[src/rtl/controle_rodadas_multijogador.sv]
// controle_rodadas_multijogador
//
// Round controller for GeoGenius. It runs NUM_RODADAS rounds in which
// NUM_JOGADORES players answer in turn. It owns the answer timeout timer,
// the result display timer, the per-player saturating scores (with an
// optional speed bonus) and the winner/tie decision at the end of a game.
//
// Ports
//   clock, reset_n      : single clock, asynchronous active-low reset
//   iniciar             : start request (honoured in INICIAL and FIM only)
//   fez_jogada, jogada  : one-cycle answer strobe and answer code.
//                         Strobe semantics: jogada is valid only in the cycle
//                         fez_jogada=1; there is no back-pressure, and a
//                         strobe outside AGUARDA is dropped.
//   gabarito            : correct answer from the question ROM at `rodada`.
//                         Must be stable from REGISTRA through COMPARA.
//   modo_bonus          : speed bonus enable, latched in PREPARACAO
//   rodada, jogador     : current round (ROM address) and active player
//   pronto, acertou, errou, timeout, liga_led : Moore status outputs
//   scores              : player p at [p*W_SCORE +: W_SCORE]
//   vencedor, empate    : winner / tie, valid while pronto=1
//   db_estado           : state code, 4'hB for any illegal state
module controle_rodadas_multijogador #(
  parameter int NUM_JOGADORES    = 2,
  parameter int NUM_RODADAS      = 5,
  parameter int W_RESPOSTA       = 4,
  parameter int W_SCORE          = 4,
  parameter int CICLOS_TIMEOUT   = 5000,
  parameter int CICLOS_RESULTADO = 2000,
  localparam int WR = (NUM_RODADAS > 1) ? $clog2(NUM_RODADAS) : 1,
  localparam int WJ = (NUM_JOGADORES > 1) ? $clog2(NUM_JOGADORES) : 1
) (
  input  logic                              clock,
  input  logic                              reset_n,
  input  logic                              iniciar,
  input  logic                              fez_jogada,
  input  logic [W_RESPOSTA-1:0]             jogada,
  input  logic [W_RESPOSTA-1:0]             gabarito,
  input  logic                              modo_bonus,
  output logic [WR-1:0]                     rodada,
  output logic [WJ-1:0]                     jogador,
  output logic                              pronto,
  output logic                              acertou,
  output logic                              errou,
  output logic                              timeout,
  output logic                              liga_led,
  output logic [NUM_JOGADORES*W_SCORE-1:0]  scores,
  output logic [WJ-1:0]                     vencedor,
  output logic                              empate,
  output logic [3:0]                        db_estado
);

  localparam int WT  = (CICLOS_TIMEOUT > 1) ? $clog2(CICLOS_TIMEOUT) : 1;
  localparam int WRS = (CICLOS_RESULTADO > 1) ? $clog2(CICLOS_RESULTADO) : 1;

  localparam logic [WT-1:0]  TO_MAX        = WT'(CICLOS_TIMEOUT - 1);
  localparam logic [WT-1:0]  T_META        = WT'(CICLOS_TIMEOUT / 2);
  localparam logic [WRS-1:0] RES_MAX       = WRS'(CICLOS_RESULTADO - 1);
  localparam logic [WR-1:0]  ULTIMA_RODADA = WR'(NUM_RODADAS - 1);
  localparam logic [WJ-1:0]  ULTIMO_JOG    = WJ'(NUM_JOGADORES - 1);

  typedef enum logic [3:0] {
    INICIAL    = 4'h0,
    PREPARACAO = 4'h1,
    AGUARDA    = 4'h5,
    REGISTRA   = 4'h6,
    COMPARA    = 4'h7,
    PROXIMA    = 4'h8,
    CONTA      = 4'h9,
    ACERTOU    = 4'hC,
    TIMEOUT    = 4'hD,
    ERROU      = 4'hE,
    FIM        = 4'hF
  } estado_t;

  estado_t               estado_q,   estado_d;
  logic [WR-1:0]         rodada_q,   rodada_d;
  logic [WJ-1:0]         jogador_q,  jogador_d;
  logic [W_SCORE-1:0]    scores_q [NUM_JOGADORES];
  logic [W_SCORE-1:0]    scores_d [NUM_JOGADORES];
  logic [WT-1:0]         tmr_to_q,   tmr_to_d;
  logic [WRS-1:0]        tmr_res_q,  tmr_res_d;
  logic [W_RESPOSTA-1:0] jogada_q,   jogada_d;
  logic [WT-1:0]         t_q,        t_d;
  logic                  bonus_q,    bonus_d;
  logic [WJ-1:0]         vencedor_q, vencedor_d;
  logic                  empate_q,   empate_d;

  // Helper signals
  logic                  ultimo_turno;
  logic [W_SCORE-1:0]    score_atual;
  logic [W_SCORE:0]      soma;
  logic [W_SCORE-1:0]    score_novo;
  logic [W_SCORE-1:0]    max_score;
  logic [WJ-1:0]         max_idx;
  logic [2:0]            n_max;

  assign ultimo_turno = (rodada_q == ULTIMA_RODADA) && (jogador_q == ULTIMO_JOG);

  // Score of the active player, plus its saturated increment. The sum is one
  // bit wider so the carry flags saturation.
  always_comb begin
    score_atual = scores_q[0];
    for (int p = 0; p < NUM_JOGADORES; p++) begin
      if (jogador_q == WJ'(p)) score_atual = scores_q[p];
    end
    if (bonus_q && (t_q < T_META)) begin
      soma = {1'b0, score_atual} + (W_SCORE+1)'(2);
    end else begin
      soma = {1'b0, score_atual} + (W_SCORE+1)'(1);
    end
    score_novo = soma[W_SCORE] ? {W_SCORE{1'b1}} : soma[W_SCORE-1:0];
  end

  // Winner: strict '>' keeps the lowest index among equal maxima.
  always_comb begin
    max_score = scores_q[0];
    max_idx   = '0;
    for (int p = 1; p < NUM_JOGADORES; p++) begin
      if (scores_q[p] > max_score) begin
        max_score = scores_q[p];
        max_idx   = WJ'(p);
      end
    end
    n_max = '0;
    for (int p = 0; p < NUM_JOGADORES; p++) begin
      if (scores_q[p] == max_score) n_max = n_max + 3'd1;
    end
  end

  // Next-state and datapath
  always_comb begin
    estado_d   = estado_q;
    rodada_d   = rodada_q;
    jogador_d  = jogador_q;
    scores_d   = scores_q;
    tmr_to_d   = tmr_to_q;
    tmr_res_d  = tmr_res_q;
    jogada_d   = jogada_q;
    t_d        = t_q;
    bonus_d    = bonus_q;
    vencedor_d = vencedor_q;
    empate_d   = empate_q;

    case (estado_q)
      INICIAL: begin
        if (iniciar) estado_d = PREPARACAO;
      end
      PREPARACAO: begin
        for (int p = 0; p < NUM_JOGADORES; p++) scores_d[p] = '0;
        rodada_d   = '0;
        jogador_d  = '0;
        tmr_to_d   = '0;
        tmr_res_d  = '0;
        bonus_d    = modo_bonus;
        vencedor_d = '0;
        empate_d   = 1'b0;
        estado_d   = AGUARDA;
      end
      AGUARDA: begin
        // Expiry wins over a simultaneous answer; the timer holds at its
        // terminal value until PROXIMA clears it.
        if (tmr_to_q == TO_MAX) begin
          estado_d = TIMEOUT;
        end else begin
          tmr_to_d = tmr_to_q + WT'(1);
          if (fez_jogada) begin
            jogada_d = jogada;
            estado_d = REGISTRA;
          end
        end
      end
      REGISTRA: begin
        // The timer already includes the answering cycle, so t counts the
        // AGUARDA cycles up to and including the answer.
        t_d       = tmr_to_q;
        tmr_to_d  = '0;
        tmr_res_d = '0;
        estado_d  = COMPARA;
      end
      COMPARA: begin
        estado_d = (jogada_q == gabarito) ? CONTA : ERROU;
      end
      CONTA: begin
        for (int p = 0; p < NUM_JOGADORES; p++) begin
          if (jogador_q == WJ'(p)) scores_d[p] = score_novo;
        end
        estado_d = ACERTOU;
      end
      ACERTOU, TIMEOUT, ERROU: begin
        if (tmr_res_q == RES_MAX) begin
          tmr_res_d = '0;
          estado_d  = ultimo_turno ? FIM : PROXIMA;
        end else begin
          tmr_res_d = tmr_res_q + WRS'(1);
        end
      end
      PROXIMA: begin
        tmr_to_d = '0;
        if (jogador_q == ULTIMO_JOG) begin
          jogador_d = '0;
          if (rodada_q != ULTIMA_RODADA) rodada_d = rodada_q + WR'(1);
        end else begin
          jogador_d = jogador_q + WJ'(1);
        end
        estado_d = AGUARDA;
      end
      FIM: begin
        if (iniciar) estado_d = PREPARACAO;
      end
      default: estado_d = INICIAL;
    endcase

    // Winner is frozen on the way into FIM, when the scores are final.
    if ((estado_d == FIM) && (estado_q != FIM)) begin
      vencedor_d = max_idx;
      empate_d   = (n_max > 3'd1);
    end
  end

  always_ff @(posedge clock or negedge reset_n) begin
    if (!reset_n) begin
      estado_q   <= INICIAL;
      rodada_q   <= '0;
      jogador_q  <= '0;
      for (int p = 0; p < NUM_JOGADORES; p++) scores_q[p] <= '0;
      tmr_to_q   <= '0;
      tmr_res_q  <= '0;
      jogada_q   <= '0;
      t_q        <= '0;
      bonus_q    <= 1'b0;
      vencedor_q <= '0;
      empate_q   <= 1'b0;
    end else begin
      estado_q   <= estado_d;
      rodada_q   <= rodada_d;
      jogador_q  <= jogador_d;
      scores_q   <= scores_d;
      tmr_to_q   <= tmr_to_d;
      tmr_res_q  <= tmr_res_d;
      jogada_q   <= jogada_d;
      t_q        <= t_d;
      bonus_q    <= bonus_d;
      vencedor_q <= vencedor_d;
      empate_q   <= empate_d;
    end
  end

  // Moore outputs
  assign liga_led = (estado_q == AGUARDA);
  assign acertou  = (estado_q == ACERTOU);
  assign errou    = (estado_q == ERROU);
  assign timeout  = (estado_q == TIMEOUT);
  assign pronto   = (estado_q == FIM);
  assign rodada   = rodada_q;
  assign jogador  = jogador_q;
  assign vencedor = vencedor_q;
  assign empate   = empate_q;

  for (genvar g = 0; g < NUM_JOGADORES; g++) begin : g_scores
    assign scores[g*W_SCORE +: W_SCORE] = scores_q[g];
  end

  always_comb begin
    case (estado_q)
      INICIAL, PREPARACAO, AGUARDA, REGISTRA, COMPARA, PROXIMA,
      CONTA, ACERTOU, TIMEOUT, ERROU, FIM: db_estado = estado_q;
      default:                             db_estado = 4'hB;
    endcase
  end

endmodule

[config.mk]
export PLATFORM = sky130hd
export DESIGN_NAME = controle_rodadas_multijogador
export DESIGN_NICKNAME = d
export VERILOG_FILES = /design/src/rtl/controle_rodadas_multijogador.sv
export SDC_FILE = /design/constraint.sdc
export NUM_CORES = 1
export LEC_CHECK = 0
export ABC_AREA = 1
export BUFFER_PORTS_ARGS = -buffer_cell sky130_fd_sc_hd__buf_2
export CORE_ASPECT_RATIO = 0.5
export CORE_UTILIZATION = 40
export CTS_BUF_LIST = sky130_fd_sc_hd__clkbuf_16
export CTS_CLUSTER_DIAMETER = 200
export DETAILED_ROUTE_END_ITERATION = 8
export HOLD_SLACK_MARGIN = 0.08
export PLACE_DENSITY = 0.56
export SYNTH_ARGS = -nofsm -noshare
export SYNTH_HDL_FRONTEND = slang
export SYNTH_SLANG_ARGS = --single-unit
[constraint.sdc]
create_clock -name clock -period 2.05 [get_ports clock]
set_input_delay 0.205 -clock clock [delete_from_list [all_inputs] [get_ports clock]]
set_output_delay 0.205 -clock clock [all_outputs]
set_load 0.01 [all_outputs]
==> flow_metrics.tcl <==
set metrics [dict create \
    crit_fanout 3 \
    finalSetupTns_ns 0 \
    wl_um 8040 \
    syn_nets 485 \
    grt_max_degree 59 \
    wl_per_cell_um 12.7 \
    grt_pass1_vias 2891 \
    max_slew_margin_pct 50.2 \
    ys.flop_type "dfrtp_1" \
    finalCritPeriodShare_pct 88.9 \
    endpoint_kind "flop" \
    total_power_uw 4590 \
    post-route-drc-count 0 \
    pin_count 36 \
    grt_setup_unrepaired "false" \
    gp_congestion 0.853 \
    finalSetupViolations 0 \
    worstMarginPinSlew_ns 0.747 \
    cp.required_ns 2.26 \
    layout.nets 541 \
    max_freq_mhz 549 \
    syn_area_per_cell_um2 7.68 \
    postRouteAntennaNets 0 \
    slew_violations 0 \
    clock_skew_ns 0.00311 \
    max_cap_violations 0 \
    r2r_slack_ns 0.23 \
    rows 23 \
    core_um2 8290 \
    cp.arrival_ns 2.03 \
    timing.rr.end "scores[2]" \
    worstRegToRegCells 10 \
    cts_tree "yes" \
    path_class "reg -> reg" \
    clock_latency_ns 0.33 \
    grt_use_total_pct 19.5 \
    worstSetupEndpoint "scores[2]" \
    vias_per_cell 4.86 \
    p_leak_uw 0.00226 \
    die-area_um2 9270 \
    async_reset_ff_share_pct 100 \
    drive_gt1_share_pct 20.1 \
    synth_cell_types 45 \
    status "completed" \
    timing.rr.start "scores[4]" \
    vdd_drop_max_mv 0.514 \
    dr.pass1.iters 5 \
    dr.first_iter.drc_count 194 \
    dp_hpwl_um 5960 \
    grt_overflow 0 \
    yosysSeqAreaShare_pct 40.9 \
    start_kind "flop" \
    clk_pin_slew_ns 0.05 \
    syn_area_um2 3550 \
    dieWidth_um 135 \
    timing.hold.ws_ns 0.0877 \
    hp-class "in -> reg" \
    io_buffers 35 \
    crit_start "scores[4]" \
    fin_crit_ns 1.82 \
    antenna_found_initial 0 \
    start_util_pct 42.8 \
    cts.sinks 58 \
    vias 3087 \
    clockRootBuffer "clkbuf_16" \
    area_delta_synth_final_pct 20.2 \
    cts_made_buffers 9 \
    die-height_um 68.6 \
    cts_max_level 3 \
    synthCells 462 \
    p_per_area_nw_per_um2 1080 \
    synth-edff-count 0 \
    antennaDiodeCount 0 \
    timing_hold_violations_final 0 \
    clockBufferDepth 2 \
    grt_pass1_wl_um 13600 \
    ys_seq_elements 58 \
    yosys_warnings 0 \
]
==> registers in the layout, indices dropped and copies added, names as in the netlist <==
signal	count
t_q	11
vencedor	1
rodada	3
tmr_to_q	13
jogada_q	4
scores	8
jogador	1
bonus_q	1
tmr_res_q	11
estado_q	4
empate	1
==> critical path: stages, from the launching register on <==
cell and delay, ns:
dfrtp_1 0.40, inv_1 0.16, o21ai_0 0.11, buf_4 0.15
ha_1 0.19, and3_1 0.18, nand2_1 0.05, o21ai_1 0.08
or2_1 0.24, nand3_1 0.07, nand2_1 0.06
==> through the flow <==
stage	utilization [%]	area, µm²	worst slack [ns]	instances
after global routing	51.4	4260	0.00926	635
after detailed placement	47.5	3940	0.219	618
after global placement	47.5	3940	0.201	618
final	51.4	4260	0.228	635
after CTS	51.3	4260	0.192	635
after floorplan	-	3550	0.178	462
==> how the worst min path moves through the flow <==
stage,cells after the start,end,slack (ns),startpoint
2_1_floorplan,0,bonus_q,-0.09,reset_n
3_3_place_gp,2,tmr_res_q[6],0.41,reset_n
3_5_place_dp,2,tmr_res_q[7],0.41,reset_n
4_1_cts,3,jogada_q[2],0.08,jogada[2]
5_1_grt,3,jogada_q[3],0.11,jogada[3]
6_report,3,jogada_q[3],0.09,jogada[3]
==> synth_stat cells (2+ instances only) <==
master	count	area, µm²
ha_1	10	125
clkbuf_1	2	7.51
nor2_2	5	31.3
nor2_8	3	60.1
nand3_1	34	170
inv_2	7	26.3
nand4_1	3	18.8
nand2_2	6	37.5
nand2_4	6	67.6
nor3_1	5	25.0
nor3_4	2	32.5
o22ai_1	2	12.5
xor2_1	8	70.1
o21ai_1	8	40.0
o21ai_0	31	155
or2_1	3	18.8
nor2_1	38	143
a21oi_1	16	80.1
nand2_1	130	488
dfrtp_1	58	1450
inv_1	56	210
nand3_2	2	20.0
o31ai_1	3	22.5
xnor2_1	3	26.3
==> layout by cell type (no fill, tap or decap), drive strengths merged <==
master	netlist	routed
a211oi	2	2
a21oi	16	16
a22o	1	1
a22oi	1	1
a32o	1	1
a32oi	1	1
and3	2	2
buf	1	47
bufinv	0	2
clkbuf	2	9
clkinv	1	5
clkinvlp	0	1
dfrtp	58	58
dlygate4sd3	0	1
ha	10	10
inv	64	64
nand2	143	143
nand3	37	37
nand4	4	4
nor2	47	47
nor3	8	8
nor4	2	2
o211ai	1	1
o21ai	39	39
o21bai	1	1
o22ai	2	2
o31ai	3	3
or2	4	4
xnor2	3	3
xor2	8	8
==> area by class of cell <==
class	count	area, µm²
Fill cell	832	4030
Multi-Input combinational cell	336	1830
Sequential cell	58	1450
Timing Repair Buffer	48	275
Inverter	65	251
Clock buffer	9	225
Tap cell	112	140
Clock inverter	7	83.8
==> power by group <==
| part | total, µW | internal [µW] | switching [µW] |
|---|---|---|---|
| logic | 1620 | 525 | 1090 |
| registers | 1420 | 1290 | 130 |
| clock network | 1560 | 1050 | 514 |
| total | 4590 | 2860 | 1730 |
==> metal layers <==
layer  up-vias  global-route usage, %  share of wire (%)
li1       1603                      -                  -
met1      1414                   26.8                 52
met2        56                   30.5                 43
met3        14                   4.82                4.2
met4         0                   6.04                1.1
met5         -                      0                  0
==> logic make-up (layout without fill, tap and decap cells) <==
family          count (synthesis)  count (layout)  share of synthesized area (%)
simple gates                  247             247                           34.6
compound gates                 68              68                           10.7
buf+inv                        68             129                           7.52
flops                          58              58                           40.9
xor+xnor                       11              11                           2.72
fa+ha+maj                      10              10                           3.53
==> repair_timing <==
item / in CTS / in global routing
gates resized for setup: 0 / 3
setup buffers: 0 / 0
hold buffers: 1 / 0
endpoints found under the setup margin: 0 / 7
hold endpoints to repair: 58 / 0
(Power assumes the default switching activity.)
